===== config.mk =====
export PLATFORM = sky130hd
export DESIGN_NAME = usb_crc_serializer
export DESIGN_NICKNAME = d
export VERILOG_FILES = /design/src/rtl/usb_crc_serializer.sv
export SDC_FILE = /design/constraint.sdc
export NUM_CORES = 1
export LEC_CHECK = 0
export CAP_MARGIN = 40
export CORE_MARGIN = 5
export CORE_UTILIZATION = 45
export CTS_CLUSTER_SIZE = 12
export DETAILED_ROUTE_END_ITERATION = 10
export GPL_TIMING_DRIVEN = 0
export HOLD_SLACK_MARGIN = 0.1
export PLACE_DENSITY = 0.76
export SYNTH_ARGS = -nofsm -noshare
export SYNTH_HDL_FRONTEND = slang
export SYNTH_SLANG_ARGS = --single-unit

===== constraint.sdc =====
create_clock -name clk -period 4.75 [get_ports clk]
set_input_delay 0.475 -clock clk [delete_from_list [all_inputs] [get_ports clk]]
set_output_delay 0.475 -clock clk [all_outputs]
set_load 0.005 [all_outputs]

===== src/rtl/usb_crc_serializer.sv =====
// USB packet body serializer: PID, payload and optional CRC5/CRC16 sent LSB-first
// with a valid/ready bit stream towards the bit-stuffer.
module usb_crc_serializer #(
  parameter  int unsigned MAX_BITS = 64,
  parameter  int unsigned PID_BITS = 8,
  localparam int unsigned LEN_W    = $clog2(MAX_BITS + 1)
) (
  input  logic                clk,
  input  logic                rst,
  input  logic [PID_BITS-1:0] pid_in,
  input  logic [MAX_BITS-1:0] data_in,
  input  logic [LEN_W-1:0]    data_len,
  input  logic [1:0]          crc_mode,
  input  logic                in_valid,
  output logic                in_ready,
  output logic                bit_out,
  output logic                bit_valid,
  input  logic                bit_ready,
  output logic                pkt_done,
  output logic                busy
);

  localparam int unsigned SPAN0 = (MAX_BITS > PID_BITS) ? MAX_BITS : PID_BITS;
  localparam int unsigned SPAN  = (SPAN0 > 16) ? SPAN0 : 16;
  localparam int unsigned CNT_W = $clog2(SPAN);

  localparam logic [CNT_W-1:0] PID_LAST   = CNT_W'(PID_BITS - 1);
  localparam logic [CNT_W-1:0] CRC5_LAST  = CNT_W'(4);
  localparam logic [CNT_W-1:0] CRC16_LAST = CNT_W'(15);

  typedef enum logic [1:0] {S_IDLE, S_PID, S_DATA, S_CRC} state_e;

  state_e                state_q, state_d;
  logic [CNT_W-1:0]      cnt_q, cnt_d;
  logic [PID_BITS-1:0]   pid_q, pid_d;
  logic [MAX_BITS-1:0]   data_q, data_d;
  logic [LEN_W-1:0]      len_q, len_d;
  logic                  crc5_q, crc5_d;
  logic                  crc16_q, crc16_d;
  logic [15:0]           lfsr_q, lfsr_d;
  logic                  bit_out_q, bit_out_d;
  logic                  bit_valid_q, bit_valid_d;
  logic                  in_ready_q, in_ready_d;
  logic                  busy_q, busy_d;
  logic                  pkt_done_q, pkt_done_d;

  logic                  take;
  logic                  crc_en;
  logic                  data_bit;
  logic [CNT_W-1:0]      data_last;
  logic [CNT_W-1:0]      crc_last;
  logic [CNT_W-1:0]      crc_last_d;
  logic [CNT_W-1:0]      crc_idx;

  function automatic logic [4:0] crc5_step(input logic [4:0] q, input logic b);
    logic fb;
    fb = q[4] ^ b;
    return {q[3], q[2], q[1] ^ fb, q[0], fb};
  endfunction

  function automatic logic [15:0] crc16_step(input logic [15:0] q, input logic b);
    logic fb;
    fb = q[15] ^ b;
    return {q[14] ^ fb, q[13:2], q[1] ^ fb, q[0], fb};
  endfunction

  assign in_ready  = in_ready_q;
  assign bit_out   = bit_out_q;
  assign bit_valid = bit_valid_q;
  assign pkt_done  = pkt_done_q;
  assign busy      = busy_q;

  // Next-state, datapath and registered-output computation
  always_comb begin
    state_d     = state_q;
    cnt_d       = cnt_q;
    pid_d       = pid_q;
    data_d      = data_q;
    len_d       = len_q;
    crc5_d      = crc5_q;
    crc16_d     = crc16_q;
    lfsr_d      = lfsr_q;
    pkt_done_d  = 1'b0;
    bit_out_d   = 1'b0;
    crc_last_d  = CRC5_LAST;
    crc_idx     = '0;

    take      = bit_valid_q & bit_ready;
    crc_en    = crc5_q | crc16_q;
    crc_last  = crc16_q ? CRC16_LAST : CRC5_LAST;
    data_last = CNT_W'(len_q - LEN_W'(1));
    data_bit  = |(data_q & (MAX_BITS'(1) << cnt_q));

    unique case (state_q)
      S_IDLE: begin
        if (in_valid) begin
          pid_d   = pid_in;
          data_d  = data_in;
          len_d   = (data_len > LEN_W'(MAX_BITS)) ? LEN_W'(MAX_BITS) : data_len;
          crc5_d  = (crc_mode == 2'b01);
          crc16_d = (crc_mode == 2'b10);
          lfsr_d  = '1;
          cnt_d   = '0;
          state_d = S_PID;
        end
      end
      S_PID: begin
        if (take) begin
          if (cnt_q == PID_LAST) begin
            cnt_d = '0;
            if (len_q != '0) begin
              state_d = S_DATA;
            end else if (crc_en) begin
              state_d = S_CRC;
            end else begin
              state_d    = S_IDLE;
              pkt_done_d = 1'b1;
            end
          end else begin
            cnt_d = cnt_q + CNT_W'(1);
          end
        end
      end
      S_DATA: begin
        if (take) begin
          lfsr_d = crc16_q ? crc16_step(lfsr_q, data_bit)
                           : {lfsr_q[15:5], crc5_step(lfsr_q[4:0], data_bit)};
          if (cnt_q == data_last) begin
            cnt_d = '0;
            if (crc_en) begin
              state_d = S_CRC;
            end else begin
              state_d    = S_IDLE;
              pkt_done_d = 1'b1;
            end
          end else begin
            cnt_d = cnt_q + CNT_W'(1);
          end
        end
      end
      S_CRC: begin
        if (take) begin
          if (cnt_q == crc_last) begin
            cnt_d      = '0;
            state_d    = S_IDLE;
            pkt_done_d = 1'b1;
          end else begin
            cnt_d = cnt_q + CNT_W'(1);
          end
        end
      end
      default: state_d = S_IDLE;
    endcase

    // Output bit is picked from the next-cycle state so it leaves a flop
    bit_valid_d = (state_d != S_IDLE);
    in_ready_d  = (state_d == S_IDLE);
    busy_d      = (state_d != S_IDLE);
    crc_last_d  = crc16_d ? CRC16_LAST : CRC5_LAST;
    crc_idx     = crc_last_d - cnt_d;
    unique case (state_d)
      S_PID:   bit_out_d = |(pid_d & (PID_BITS'(1) << cnt_d));
      S_DATA:  bit_out_d = |(data_d & (MAX_BITS'(1) << cnt_d));
      S_CRC:   bit_out_d = ~(|(lfsr_d & (16'(1) << crc_idx)));
      default: bit_out_d = 1'b0;
    endcase
  end

  always_ff @(posedge clk) begin
    if (rst) begin
      state_q     <= S_IDLE;
      cnt_q       <= '0;
      pid_q       <= '0;
      data_q      <= '0;
      len_q       <= '0;
      crc5_q      <= 1'b0;
      crc16_q     <= 1'b0;
      lfsr_q      <= '1;
      bit_out_q   <= 1'b0;
      bit_valid_q <= 1'b0;
      in_ready_q  <= 1'b1;
      busy_q      <= 1'b0;
      pkt_done_q  <= 1'b0;
    end else begin
      state_q     <= state_d;
      cnt_q       <= cnt_d;
      pid_q       <= pid_d;
      data_q      <= data_d;
      len_q       <= len_d;
      crc5_q      <= crc5_d;
      crc16_q     <= crc16_d;
      lfsr_q      <= lfsr_d;
      bit_out_q   <= bit_out_d;
      bit_valid_q <= bit_valid_d;
      in_ready_q  <= in_ready_d;
      busy_q      <= busy_d;
      pkt_done_q  <= pkt_done_d;
    end
  end

endmodule


==> impl_results.html <==
<table>
<tr><th>Metric</th><th>Value</th></tr>
<tr><th colspan="2">Pwr</th></tr>
<tr><td>Part of the total power dissipated in the clock network</td><td>~36%</td></tr>
<tr><td>Reg power frac</td><td>47.8%</td></tr>
<tr><td>Pint</td><td>between 1.5 and 2 mW</td></tr>
<tr><td>Combinational cell fraction of total power</td><td>16.1%</td></tr>
<tr><td>Power per cell area</td><td>262 nW/um^2</td></tr>
<tr><td>Total leakage power</td><td>between 2 and 3 nW</td></tr>
<tr><td>Proportion of total power due to net switching</td><td>26.7%</td></tr>
<tr><td>PnR Total Power</td><td>between 2 and 2.5 mW</td></tr>
<tr><td>Worst IR drop on VDD</td><td>roughly 0.00016 V</td></tr>
<tr><td>Switching pwr</td><td>between 500 and 600 uW</td></tr>
<tr><th colspan="2">Place</th></tr>
<tr><td>Post-placement worst setup slack</td><td>-795 ps</td></tr>
<tr><td>Buffers added on ports</td><td>88</td></tr>
<tr><td>HPWL after DPL</td><td>17,300 um</td></tr>
<tr><td>Routability congestion estimate</td><td>1.02</td></tr>
<tr><th colspan="2">Floorplan</th></tr>
<tr><td>Placeable core area</td><td>13,900 um^2</td></tr>
<tr><td>Total die area</td><td>16,700 um^2</td></tr>
<tr><td>Die extent in x</td><td>approximately 130 um</td></tr>
<tr><td>Num rows</td><td>43</td></tr>
<tr><td>Die H</td><td>approximately 130 um</td></tr>
<tr><td>Number of top-level design ports</td><td>90</td></tr>
<tr><td>Initial core utilization</td><td>between 40 and 50%</td></tr>
<tr><th colspan="2">Finish</th></tr>
<tr><td>Fraction of layout instances using a drive strength above 1</td><td>8.98%</td></tr>
<tr><td>Number of inserted diodes</td><td>0</td></tr>
<tr><td>Fillers</td><td>1,306</td></tr>
<tr><td>Area grow syn2layout</td><td>23.5%</td></tr>
<tr><td>Net total in the final layout</td><td>982</td></tr>
<tr><th colspan="2">Synth</th></tr>
<tr><td>Share of flip-flops with an asynchronous set or reset after synthesis</td><td>0%</td></tr>
<tr><td>Post-synthesis instance area</td><td>between 6000 and 7000 um^2</td></tr>
<tr><td>Most instantiated flip-flop cell in the synthesis netlist</td><td>dfxtp_1</td></tr>
<tr><td>Number of flops mapped to enable cells by yosys</td><td>0</td></tr>
<tr><td>Portion of the post-synthesis area used by sequential elements</td><td>about a third</td></tr>
<tr><td>Post-synthesis register bit count</td><td>109</td></tr>
<tr><td>Synth warnings</td><td>0</td></tr>
<tr><td>Post-Synthesis Cells</td><td>around 800</td></tr>
<tr><td>Avg Synthesized Cell Area</td><td>approximately 8.1 um^2</td></tr>
<tr><td>Syn_nets</td><td>approximately 880</td></tr>
<tr><td>Unique masters post-synth</td><td>between 80 and 90</td></tr>
<tr><th colspan="2">Setup path</th></tr>
<tr><td>Critical path's most frequent cell</td><td>clkbuf_1</td></tr>
<tr><td>Start-to-end type of the worst setup path</td><td>reg -&gt; reg</td></tr>
<tr><td>Longest individual stage delay on the worst path</td><td>390 ps</td></tr>
<tr><td>Maximum net fanout on the critical path</td><td>19</td></tr>
<tr><td>Crit-path slowest cell</td><td>clkbuf_4</td></tr>
<tr><td>Worst setup SP type</td><td>flip-flop</td></tr>
<tr><td>Critical Path End Type</td><td>flip-flop</td></tr>
<tr><td>Cell breakdown of the critical path</td><td>clkbuf_1, clkbuf_4, inv_1, ha_1, clkbuf_1, a22o_1, a21o_1, a2111oi_0, nand3_1, o2bb2ai_1, xor2_1, nor2_1, mux2_2, o31ai_2, o2111ai_1, nor4bb_4</td></tr>
<tr><td>Category of cells accounting for the largest share of critical-path delay</td><td>compound AO/OA/AOI/OAI gates</td></tr>
<tr><td>Buffers &amp; Inverters on Critical Path</td><td>4</td></tr>
<tr><td>Required time of the critical path</td><td>roughly 5000 ps</td></tr>
<tr><td>Data arrival time of the critical path</td><td>about 4800 ps</td></tr>
<tr><th colspan="2">Timing</th></tr>
<tr><td>Slew @ Worst Pin</td><td>slightly above 900 ps</td></tr>
<tr><td>Worst setup margin</td><td>approximately 140 ps</td></tr>
<tr><td>Final hold vios</td><td>0</td></tr>
<tr><td>Final setup viols</td><td>0</td></tr>
<tr><td>Count of pins over their slew limit</td><td>0</td></tr>
<tr><td>Worst relative slew slack</td><td>38.9%</td></tr>
<tr><td>Fraction of the cycle the final worst path needs</td><td>between 90% and 100%</td></tr>
<tr><td>Clock Skews</td><td>9.34 ps</td></tr>
<tr><td>Highest Clock Rate</td><td>between 0.2 and 0.25 GHz</td></tr>
<tr><td>Tmin final</td><td>4610 ps</td></tr>
<tr><th colspan="2">CTS</th></tr>
<tr><td>Clock-pin slew of the registers on the worst-case setup and hold paths</td><td>70 ps</td></tr>
<tr><td>Number of levels the H-tree was split into</td><td>3</td></tr>
<tr><td>TritonCTS Buffers</td><td>9</td></tr>
<tr><td>Clock sink total</td><td>~110</td></tr>
<tr><td>CTS tree</td><td>done</td></tr>
<tr><td>Cell at the root of the clock tree</td><td>clkbuf_16</td></tr>
<tr><td>Quantity of hold-fixing buffers added after cts</td><td>0</td></tr>
<tr><td>Bufs on Longest Clock Path</td><td>2</td></tr>
<tr><td>Clock insertion delay at the later pin of the skew report</td><td>~360 ps</td></tr>
<tr><th colspan="2">Route</th></tr>
<tr><td>Final wirelength</td><td>around 23,000 um</td></tr>
<tr><td>1st-pass router iterations</td><td>6</td></tr>
<tr><td>Detailed-route DRC error count</td><td>0</td></tr>
<tr><td>Routed WL per cell</td><td>between 20 and 25 um</td></tr>
<tr><td>Count of vias placed by the detailed router</td><td>about 6,700</td></tr>
<tr><td>Violation count after the first detailed-routing iteration</td><td>880</td></tr>
<tr><td>Antenna Nets Post-Route</td><td>0</td></tr>
<tr><td>Routed vias/inst</td><td>6.22</td></tr>
<tr><th colspan="2">Global routing</th></tr>
<tr><td>Aggregate global-route resource usage</td><td>27.1%</td></tr>
<tr><td>Sum of overflow across all layers after global routing</td><td>0</td></tr>
<tr><td>Number of antenna violations at the first check in global routing</td><td>0</td></tr>
<tr><td>Maximum number of pins on one net before global-route repair</td><td>20</td></tr>
<tr><td>Global-route wire length before repair</td><td>approximately 35,000 um</td></tr>
<tr><td>Vias in the first global route</td><td>around 6,200</td></tr>
<tr><th colspan="2">Worst hold path</th></tr>
<tr><td>Hold WC Path Type</td><td>reg -&gt; reg</td></tr>
<tr><th colspan="2">Run</th></tr>
<tr><td>Max_cap viols</td><td>0</td></tr>
<tr><th colspan="2">Status</th></tr>
<tr><td>Outcome</td><td>finished, final reports clean</td></tr>
</table>
==> area by class of cell <==
cell class	instances	area, um^2	area share [%]
multi-input cells	608	3970	50.4
flip-flops and latches	109	2180	27.7
repair buffers	93	927	11.8
clock buffers	13	270	3.43
plain buffers	51	233	2.95
well taps	180	225	2.85
inverters	14	57.6	0.730
clock inverters	3	18.8	0.238
==> metrics by stage <==
stage          std cells  TNS, ps  utilization (%)  hold WS (ps)  cell area, um^2
2_1_floorplan        787        0                -           432             6390
3_3_place_gp        1055     -723             54.0           443             7500
3_5_place_dp        1058     -795             54.2           452             7530
4_1_cts             1071        0             56.6           462             7850
5_1_grt             1071    -6.83             56.8           492             7890
6_report            1071        0             56.8           460             7890
==> registers in the layout, summed over array words and instances, names as in the netlist <==
name,cells
lfsr_q,16
len_q,7
pid_q,8
crc5_q,1
data_q,64
in_ready,1
cnt_q,6
state_q,2
busy,1
pkt_done,1
bit_out,1
crc16_q,1
==> synthesized netlist by cell type, drive strengths merged (8+ instances only) <==
library cell | instances | area share (%)
clkbuf | 31 | 1.8
a22oi | 13 | 1.5
nand2 | 112 | 6.8
o22ai | 14 | 1.4
o21ai | 25 | 2.0
a21oi | 47 | 3.8
mux2i | 63 | 9.9
nor3 | 20 | 1.6
mux2 | 8 | 1.4
dfxtp | 109 | 34
a31oi | 9 | 0.88
ha | 10 | 2.0
nand3 | 23 | 1.8
nor2 | 96 | 5.6
buf | 25 | 2.0
inv | 14 | 0.90
nand3b | 13 | 1.5
o22a | 8 | 1.1
xnor2 | 15 | 2.2
==> worst register-to-register path, stage by stage, from the launching register on <==
cell	delay (ps)
dfxtp_1	340
clkbuf_1	270
clkbuf_4	390
inv_1	210
ha_1	230
clkbuf_1	250
a22o_1	290
a21o_1	170
a2111oi_0	380
nand3_1	220
o2bb2ai_1	390
xor2_1	120
nor2_1	230
mux2_2	380
o31ai_2	250
o2111ai_1	160
nor4bb_4	190
==> power groups by stage <==
stage / combinational, mW / clock (mW) / sequential (mW)
2_1_floorplan: 0.182 / 0 / 0.994
3_3_place_gp: 0.317 / 0 / 1.00
3_5_place_dp: 0.321 / 0 / 1.01
4_1_cts: 0.325 / 0.744 / 0.985
5_1_grt: 0.358 / 0.783 / 0.990
6_report: 0.333 / 0.744 / 0.987
==> cells in the final DEF (no fill, tap or decap), types with 8 or more instances in the layout <==
cell / instances
inv_1: 12
clkbuf_1: 26
buf_1: 9
nor2_1: 95
nand3_1: 23
nor3_1: 20
ha_1: 9
a31oi_1: 9
o22a_1: 8
clkdlybuf4s50_1: 88
buf_2: 11
xnor2_1: 14
dfxtp_1: 108
mux2_2: 8
a22oi_1: 12
nand3b_1: 13
o21ai_0: 21
clkbuf_16: 9
mux2i_1: 63
a21oi_1: 44
o22ai_1: 14
nand2_1: 111
==> timing repair <==
| item | CTS | global route |
|---|---|---|
| gates resized for setup | 11 | 8 |
| cloned | 0 | 0 |
| endpoints found under the setup margin | 1 | 1 |
| hold endpoints to repair | 0 | 0 |
| pin swaps | 0 | 3 |
| buffers inserted | 0 | 2 |
==> metal layers <==
metal	global-route usage, %	vias to the layer above	share of wire (%)
li1	-	3043	-
met1	37.9	3140	42
met2	41.0	412	44
met3	5.69	62	11
met4	10.5	0	2.7
met5	0	-	0
==> logic make-up after synthesis <==
kind of cell	share of synthesized area (%)
simple gates	23.3
compound gates	21.1
flops	34.1
mux	11.6
buf+inv	4.76
xor+xnor	2.72
fa+ha+maj	2.27
==> final timing paths <==
path	start	endpoint	slack, ps	depth (start not counted)
setup / recovery	cnt_q[2]$_SDFF_PP0_	bit_out$_SDFF_PP0_	140	16
hold / removal	pid_q[6]$_SDFF_PP0_	pid_q[6]$_SDFF_PP0_	460	2
setup reg to reg	cnt_q[2]$_SDFF_PP0_	bit_out$_SDFF_PP0_	140	16
hold reg to reg	pid_q[6]$_SDFF_PP0_	pid_q[6]$_SDFF_PP0_	460	2
No activity file was read; power rests on OpenSTA's default activity.
